### config.mk
export PLATFORM = sky130hd
export DESIGN_NAME = binary_run_encoder
export DESIGN_NICKNAME = d
export VERILOG_FILES = /design/src/rtl/binary_run_encoder.sv
export SDC_FILE = /design/constraint.sdc
export NUM_CORES = 1
export LEC_CHECK = 0
export ABC_AREA = 1
export BUFFER_PORTS_ARGS = -buffer_cell sky130_fd_sc_hd__buf_2
export CAP_MARGIN = 20
export CORE_ASPECT_RATIO = 0.75
export CORE_MARGIN = 2
export CORE_UTILIZATION = 66
export CTS_BUF_LIST = sky130_fd_sc_hd__clkbuf_2 sky130_fd_sc_hd__clkbuf_4 sky130_fd_sc_hd__clkbuf_8
export DETAILED_ROUTE_END_ITERATION = 16
export PLACE_DENSITY = 0.85
export SLEW_MARGIN = 30
export SYNTH_ARGS = -nofsm -noshare
export SYNTH_HDL_FRONTEND = slang
export SYNTH_SLANG_ARGS = --single-unit
### constraint.sdc
create_clock -name clk -period 5.7 [get_ports clk]
set_input_delay 0.285 -clock clk [delete_from_list [all_inputs] [get_ports clk]]
set_output_delay 0.285 -clock clk [all_outputs]
set_load 0.01 [all_outputs]
### src/rtl/binary_run_encoder.sv
// Run-length encoder for binarized pixel lines: emits (colour, length, last) tokens
// through a show-ahead FIFO. Tokens that do not fit are dropped and flagged.
module binary_run_encoder #(
  parameter int unsigned IMG_WIDTH  = 640,
  parameter int unsigned LEN_W      = 10,
  parameter int unsigned FIFO_DEPTH = 8
) (
  input  logic             clk,
  input  logic             rst,
  input  logic [11:0]      pixel_binary,
  input  logic             pixel_valid,
  input  logic             line_end,
  output logic             run_valid,
  input  logic             run_ready,
  output logic             run_color,
  output logic [LEN_W-1:0] run_length,
  output logic             run_last,
  output logic             overflow
);

  localparam int unsigned UnusedImgWidth = IMG_WIDTH;
  localparam int unsigned PtrW = $clog2(FIFO_DEPTH);
  localparam int unsigned CntW = PtrW + 1;
  localparam int unsigned TokW = LEN_W + 2;

  localparam logic [LEN_W-1:0] LenOne = LEN_W'(1);
  localparam logic [LEN_W-1:0] LenMax = '1;

  typedef enum logic [0:0] {StIdle, StRun} state_e;

  state_e            state_q, state_d;
  logic              cur_color_q, cur_color_d;
  logic [LEN_W-1:0]  cur_len_q, cur_len_d;
  logic              overflow_q, overflow_d;

  logic [TokW-1:0]   mem_q [FIFO_DEPTH];
  logic [TokW-1:0]   mem_d [FIFO_DEPTH];
  logic [PtrW-1:0]   wr_ptr_q, wr_ptr_d;
  logic [PtrW-1:0]   rd_ptr_q, rd_ptr_d;
  logic [CntW-1:0]   count_q, count_d;

  logic              pix_color;
  logic              unused_pixel_bits;
  logic              push0, push1;
  logic [TokW-1:0]   tok0, tok1;
  logic              pop, acc0, acc1;
  logic [CntW:0]     space;
  logic [TokW-1:0]   head;

  assign pix_color         = pixel_binary[11];
  assign unused_pixel_bits = ^pixel_binary[10:0];

  // Run tracker: decides which tokens close on this pixel, independent of FIFO space.
  always_comb begin
    state_d     = state_q;
    cur_color_d = cur_color_q;
    cur_len_d   = cur_len_q;
    push0       = 1'b0;
    push1       = 1'b0;
    tok0        = '0;
    tok1        = '0;
    if (pixel_valid) begin
      unique case (state_q)
        StIdle: begin
          if (line_end) begin
            push0 = 1'b1;
            tok0  = {pix_color, LenOne, 1'b1};
          end else begin
            state_d     = StRun;
            cur_color_d = pix_color;
            cur_len_d   = LenOne;
          end
        end
        StRun: begin
          if ((pix_color != cur_color_q) || (cur_len_q == LenMax)) begin
            push0 = 1'b1;
            tok0  = {cur_color_q, cur_len_q, 1'b0};
            if (line_end) begin
              push1   = 1'b1;
              tok1    = {pix_color, LenOne, 1'b1};
              state_d = StIdle;
            end else begin
              cur_color_d = pix_color;
              cur_len_d   = LenOne;
            end
          end else if (line_end) begin
            push0   = 1'b1;
            tok0    = {pix_color, cur_len_q + LenOne, 1'b1};
            state_d = StIdle;
          end else begin
            cur_len_d = cur_len_q + LenOne;
          end
        end
        default: state_d = StIdle;
      endcase
    end
  end

  // A same-cycle pop frees one slot for the incoming pushes.
  always_comb begin
    pop   = run_valid & run_ready;
    space = (CntW + 1)'(FIFO_DEPTH) - {1'b0, count_q} + {{CntW{1'b0}}, pop};
    acc0  = push0 & (space != '0);
    acc1  = push1 & (space >= (CntW + 1)'(2));

    mem_d = mem_q;
    if (acc0) mem_d[wr_ptr_q] = tok0;
    if (acc1) mem_d[wr_ptr_q + PtrW'(1)] = tok1;

    wr_ptr_d   = wr_ptr_q + PtrW'(acc0) + PtrW'(acc1);
    rd_ptr_d   = rd_ptr_q + PtrW'(pop);
    count_d    = count_q + CntW'(acc0) + CntW'(acc1) - CntW'(pop);
    overflow_d = overflow_q | (push0 & ~acc0) | (push1 & ~acc1);
  end

  always_ff @(posedge clk) begin
    if (rst) begin
      state_q     <= StIdle;
      cur_color_q <= 1'b0;
      cur_len_q   <= '0;
      overflow_q  <= 1'b0;
      wr_ptr_q    <= '0;
      rd_ptr_q    <= '0;
      count_q     <= '0;
    end else begin
      state_q     <= state_d;
      cur_color_q <= cur_color_d;
      cur_len_q   <= cur_len_d;
      overflow_q  <= overflow_d;
      wr_ptr_q    <= wr_ptr_d;
      rd_ptr_q    <= rd_ptr_d;
      count_q     <= count_d;
    end
  end

  // Storage needs no reset: the head is masked whenever the FIFO is empty.
  always_ff @(posedge clk) begin
    mem_q <= mem_d;
  end

  always_comb begin
    head       = mem_q[rd_ptr_q];
    run_valid  = (count_q != '0);
    run_color  = run_valid ? head[TokW-1]  : 1'b0;
    run_length = run_valid ? head[LEN_W:1] : '0;
    run_last   = run_valid ? head[0]       : 1'b0;
    overflow   = overflow_q;
  end

endmodule
Yosys cells after proc, flatten, opt, wreduce, memory -nomap -nowiden
Cells that the tools add are included.
{"block": "word_totals", "out_inout_bits": 14, "ff_bits": 119, "inputBits": 17}
{"block": "op_classes", "n_eq_ne": 4, "n_reduce_logical": 7, "bitwise": 13, "n_mux": 37, "add_sub_neg": 10, "order_cmp": 6}
{"op": "bitwise mux 96 bit", "n": 2}
{"op": "2-to-1 mux 96 bit", "n": 2}
{"op": "2-to-1 mux 12 bit", "n": 11}
{"op": "demux 12 bit (select 3 bit)", "n": 2}
{"op": "2-to-1 mux 10 bit", "n": 4}
{"op": "binary-select mux 12 bit (select 3 bit)", "n": 1}
{"op": "one-hot mux 12 bit (2 select lines)", "n": 1}
{"op": "one-hot mux 10 bit (2 select lines)", "n": 1}
{"op": "greater-or-equal comparator 4 bit, second input constant", "n": 3}
{"op": "NOT 3 -> 4 bit", "n": 3}
{"op": "2-to-1 mux 1 bit", "n": 11}
{"op": "adder 10 x 1 -> 10 bit, second input constant", "n": 1}
{"op": "== test 10 bit, second input constant", "n": 1}
{"op": "adder 3 x 1 -> 3 bit", "n": 3}
{"op": "adder 4 x 1 -> 4 bit", "n": 2}
{"op": "less-than comparator 4 x 1 -> 1 bit, second input constant", "n": 2}
{"op": "adder 5 x 1 -> 5 bit", "n": 1}
{"op": "bitwise AND 1 bit", "n": 5}
{"op": "greater-or-equal comparator 5 x 2 -> 1 bit, second input constant", "n": 1}
{"op": "nonzero test 5 bit", "n": 1}
{"op": "subtractor 4 x 4 -> 5 bit, first input constant", "n": 1}
{"op": "one-hot mux 1 bit (2 select lines)", "n": 2}
{"op": "AND reduction 2 bit", "n": 2}
{"op": "nonzero test 4 bit", "n": 1}
{"op": "9 further kinds", "n": 13}

Depth between registers and ports, before layout
{"block": "depth", "word_depth": 10, "mapped_depth": 22, "depth_no_buf": 20}

Worst setup path after synthesis
Ideal clock, no wire load.
{"block": "synth_path", "path_type": "register to register", "start": "register count_q[2]", "end": "register count_q[1]", "slack_ns": 1.910, "required_time_ns": 5.572, "arrival_time_ns": 3.663, "path_stages_with_launch": 20, "path_cell_list": "dfxtp_1 -> inv_1 -> ha_1 -> nand3_1 -> clkbuf_1 -> nand2_1 -> ha_1 -> inv_1 -> ha_1 -> nand3_1 -> o21ai_1 -> nand3_2 -> nand2_4 -> buf_2 -> ha_1 -> fa_1 -> inv_1 -> fa_1 -> inv_1 -> nor2_1"}
{"block": "synth_via", "elab_chain_cells": 8}
{"element": "start: declaration", "line_no": "40", "rtl": "logic [CntW-1:0] count_q, count_d;"}
{"element": "start signal: assignment", "line_no": "132", "rtl": "count_q <= count_d;"}
{"element": "nonzero test 4 bit (*)", "line_no": "143", "rtl": "run_valid = (count_q != '0);"}
{"element": "named net run_valid", "line_no": "13", "rtl": "output logic run_valid,"}
{"element": "bitwise AND 1 bit (*)", "line_no": "101", "rtl": "pop = run_valid & run_ready;"}
{"element": "adder 5 x 1 -> 5 bit", "line_no": "102", "rtl": "space = (CntW + 1)'(FIFO_DEPTH) - {1'b0, count_q} + {{CntW{1'b0}}, pop};"}
{"element": "nonzero test 5 bit", "line_no": "103", "rtl": "acc0 = push0 & (space != '0);"}
{"element": "bitwise AND 1 bit", "line_no": "103"}
{"element": "adder 4 x 1 -> 4 bit (2 in series)", "line_no": "112", "rtl": "count_d = count_q + CntW'(acc0) + CntW'(acc1) - CntW'(pop);"}
{"element": "subtractor 4 x 1 -> 4 bit (*)", "line_no": "112"}
{"element": "named net count_d[1]", "line_no": "40"}
The timed path passes the listed nets; every way through them passes the cells marked *.
A chain may end at the register's enable or synchronous reset.

Worst setup path in the final report
{"block": "layout_path", "start": "register count_q[2]", "end": "register count_q[1]"}
{"block": "layout_via", "elab_chain_cells": 8}
{"element": "branches (longest 7 deep; another with subtractor 4 x 4 -> 5 bit)"}
{"element": "subtractor 4 x 1 -> 4 bit (*)", "line_no": "112"}
{"element": "named net count_d[1]", "line_no": "40"}
Mark *: on every way through the listed nets, which the timed path passes.

==> results.toml <==
[sta]
hold_slack_ps = 157
period_needed_ps = 4060
slew_viol_final = 0
worst_slew_pin_slew_ps = 971
grt_setup_unrepaired = "no"
maxSlewHeadroom_pct = 35.3
hold_violations = 0
setup-tns-final_ps = 0
setup_violations = 0
fin_skew_ps = 9.41
min_period_over_period_pct = 71.3
fmax_mhz = 246

[yosys]
synth_area_per_cell_um2 = 6.63
ys_seq_area_share_pct = 37.5
yosys_warnings = 0
synth_seq_cells = 119
netlist_area_um2 = 6360
ys_types = 34
synth_fp_nets = 992
synth_cells = 959

[hold_path]
hold_path_class = "input port to flip-flop"

[drt]
num_vias = 6519
initialDrtViolationCount = 890
drcViolationCount = 0
wirelength_um = 18400
drtAntennaViolNets = 0
firstDrtPassIters = 5
avgRoutedWirePerCell_um = 16.9
viasPerCell = 5.96

[placed_design]
dp_hpwl_um = 12200
dp_cells = 1062
port_buffers = 19
gp_congestion = 0.949

[die]
die_area_um2 = 10400
pin_count = 31
die_h_um = 89.0
initial_core_util_pct = 69.1
die_width_um = 117
rows = 30
core_area_um2 = 9200

[setup_path]
cp_max_fo = 15
cp_data_required_time_ps = 6030
critPathLaunchType = "flip-flop"
cp-end-kind = "flip-flop"
critPathArrivalTime_ps = 4390
path_class = "flip-flop to flip-flop"

[outcome]
status = "finished clean"

[global_routing]
antenna_found_initial = 0
overflow = 0
grt_max_degree = 60
track_usage_pct = 36.2
grt_pass1_vias = 5910
grt_pass1_wl_um = 29600

[clock_network]
cts.root.buffer_cell = "clkbuf_8"
cts_setup_buffers = 0
path_clk_slew_ps = 80
ctsResizeCount = 0
cts_sinks = 119
cts_tree = "done"
cts-buffers-inserted = 17
clock_latency_ps = 440
clockBufferDepth = 2
htreeDepth = 4
postCtsHoldBufs = 0

[pwr]
vdd_drop_max_v = 0.000450
p_leak_nw = 3.21
power.density_nw_per_um2 = 470

[final_layout]
final_cell_mix = "nor2_1, nand2_1, o21ai_0"
syn2layout_area_growth_pct = 7.26
nFillCells = 743
num-nets-final = 986
final_util_pct = 74.1
layout-drive-gt1-share_pct = 8.39
antenna_cells = 0
mostFrequentLayoutCell = "nor2_1"
fin_cells = 1094

[run]
maxCapViolCount = 0
layout make-up:
| type | count | area, um2 | area share, % |
|---|---|---|---|
| multi-input combinational | 695 | 3380 | 49.6 |
| sequential | 119 | 2380 | 35.0 |
| inverter | 99 | 372 | 5.45 |
| clock buffer | 17 | 234 | 3.43 |
| clock inverter | 15 | 179 | 2.62 |
| tap | 128 | 160 | 2.35 |
| timing repair buffer | 21 | 110 | 1.61 |
synth_stat cells:
library cell,instances,share of area (%)
xor2_1,4,0.55
a31oi_1,12,1.2
clkbuf_1,22,1.3
nand2_8,1,0.31
buf_6,2,0.35
dfxtp_1,119,37
inv_1,92,5.4
o22ai_1,9,0.89
o21ai_1,19,1.5
nand2_2,1,0.098
nand3_4,3,0.83
buf_4,4,0.47
xnor2_1,5,0.69
a22oi_1,1,0.12
nand3_1,40,3.1
and3_1,3,0.30
buf_1,2,0.12
o21ai_0,128,10
o211ai_1,9,1.1
nor2_1,216,13
ha_1,13,2.6
fa_1,3,0.94
o2111ai_1,1,0.14
nand2_4,3,0.53
nand3_2,7,1.1
nor3_1,2,0.16
buf_2,16,1.3
nand4_1,9,0.89
nand2_1,163,9.6
inv_2,6,0.35
nor2_4,3,0.53
or2_2,2,0.20
a21oi_1,38,3.0
clkinv_1,1,0.059
metal layers:
layer	track usage (%)	up-vias	wire length [um]	share of wire, %
met3	11.7	73	2280	12
met1	47.4	2967	7480	41
met2	57.2	392	8130	44
li1	-	3087	-	-
met4	13.6	0	560	3.0
met5	0	-	0	0
worst max-delay path, cell delays in order (launching register included):
cell and delay, ps:
dfxtp_1 330, inv_1 130, ha_1 160, nand3_1 440, nand2_1 240, ha_1 170
inv_1 50, ha_1 200, xnor2_1 130, nor2_1 150, nand3_2 340, nand2_4 330
ha_1 280, fa_1 360, inv_1 100, fa_1 420, inv_1 60, nor2_1 30
cell families after synthesis:
| logic type | Yosys count | share of synthesized area [%] |
|---|---|---|
| and+or+nand+nor | 453 | 30.5 |
| buffers and inverters | 145 | 9.35 |
| DFF | 119 | 37.5 |
| xor gates and xnor gates | 9 | 1.24 |
| AOI/OAI and AO/OA | 217 | 18.0 |
| adders and majority gates | 16 | 3.50 |
report_power, final:
group          leakage [nW]  total (mW)  switching, mW  internal (mW)
clock                 0.198       0.804          0.371          0.433
sequential            0.978        1.17          0.119           1.05
combinational          2.03        1.23          0.805          0.422
state kept, by name (all words and copies together), names as in the netlist:
| signal | flops |
|---|---|
| cur_color_q | 1 |
| overflow | 1 |
| wr_ptr_q | 3 |
| mem_q | 96 |
| rd_ptr_q | 3 |
| count_q | 4 |
| cur_len_q | 10 |
| state_q | 1 |
stage by stage:
| step | instance area (um2) | total power, mW | setup slack, ps |
|---|---|---|---|
| 3_5_place_dp | 6400 | 2.37 | 1690 |
| 5_1_grt | 6820 | 3.40 | 1260 |
| 2_1_floorplan | 6360 | 2.04 | 1910 |
| 6_report | 6820 | 3.20 | 1640 |
| 3_3_place_gp | 6400 | 2.31 | 1810 |
| 4_1_cts | 6820 | 3.16 | 1680 |
final timing paths:
path                                           startpoint                   endpoint  slack, ps  cells past startpoint
worst max register to register      count_q[2]$_SDFF_PP0_      count_q[1]$_SDFF_PP0_       1640                     17
worst max-delay path                count_q[2]$_SDFF_PP0_      count_q[1]$_SDFF_PP0_       1640                     17
worst min register to register  cur_len_q[3]$_SDFFE_PP0P_  cur_len_q[3]$_SDFFE_PP0P_        470                      2
worst min-delay path                     pixel_binary[11]   cur_color_q$_SDFFE_PP0P_        160                      3
Power figures use the tool's default switching activity.
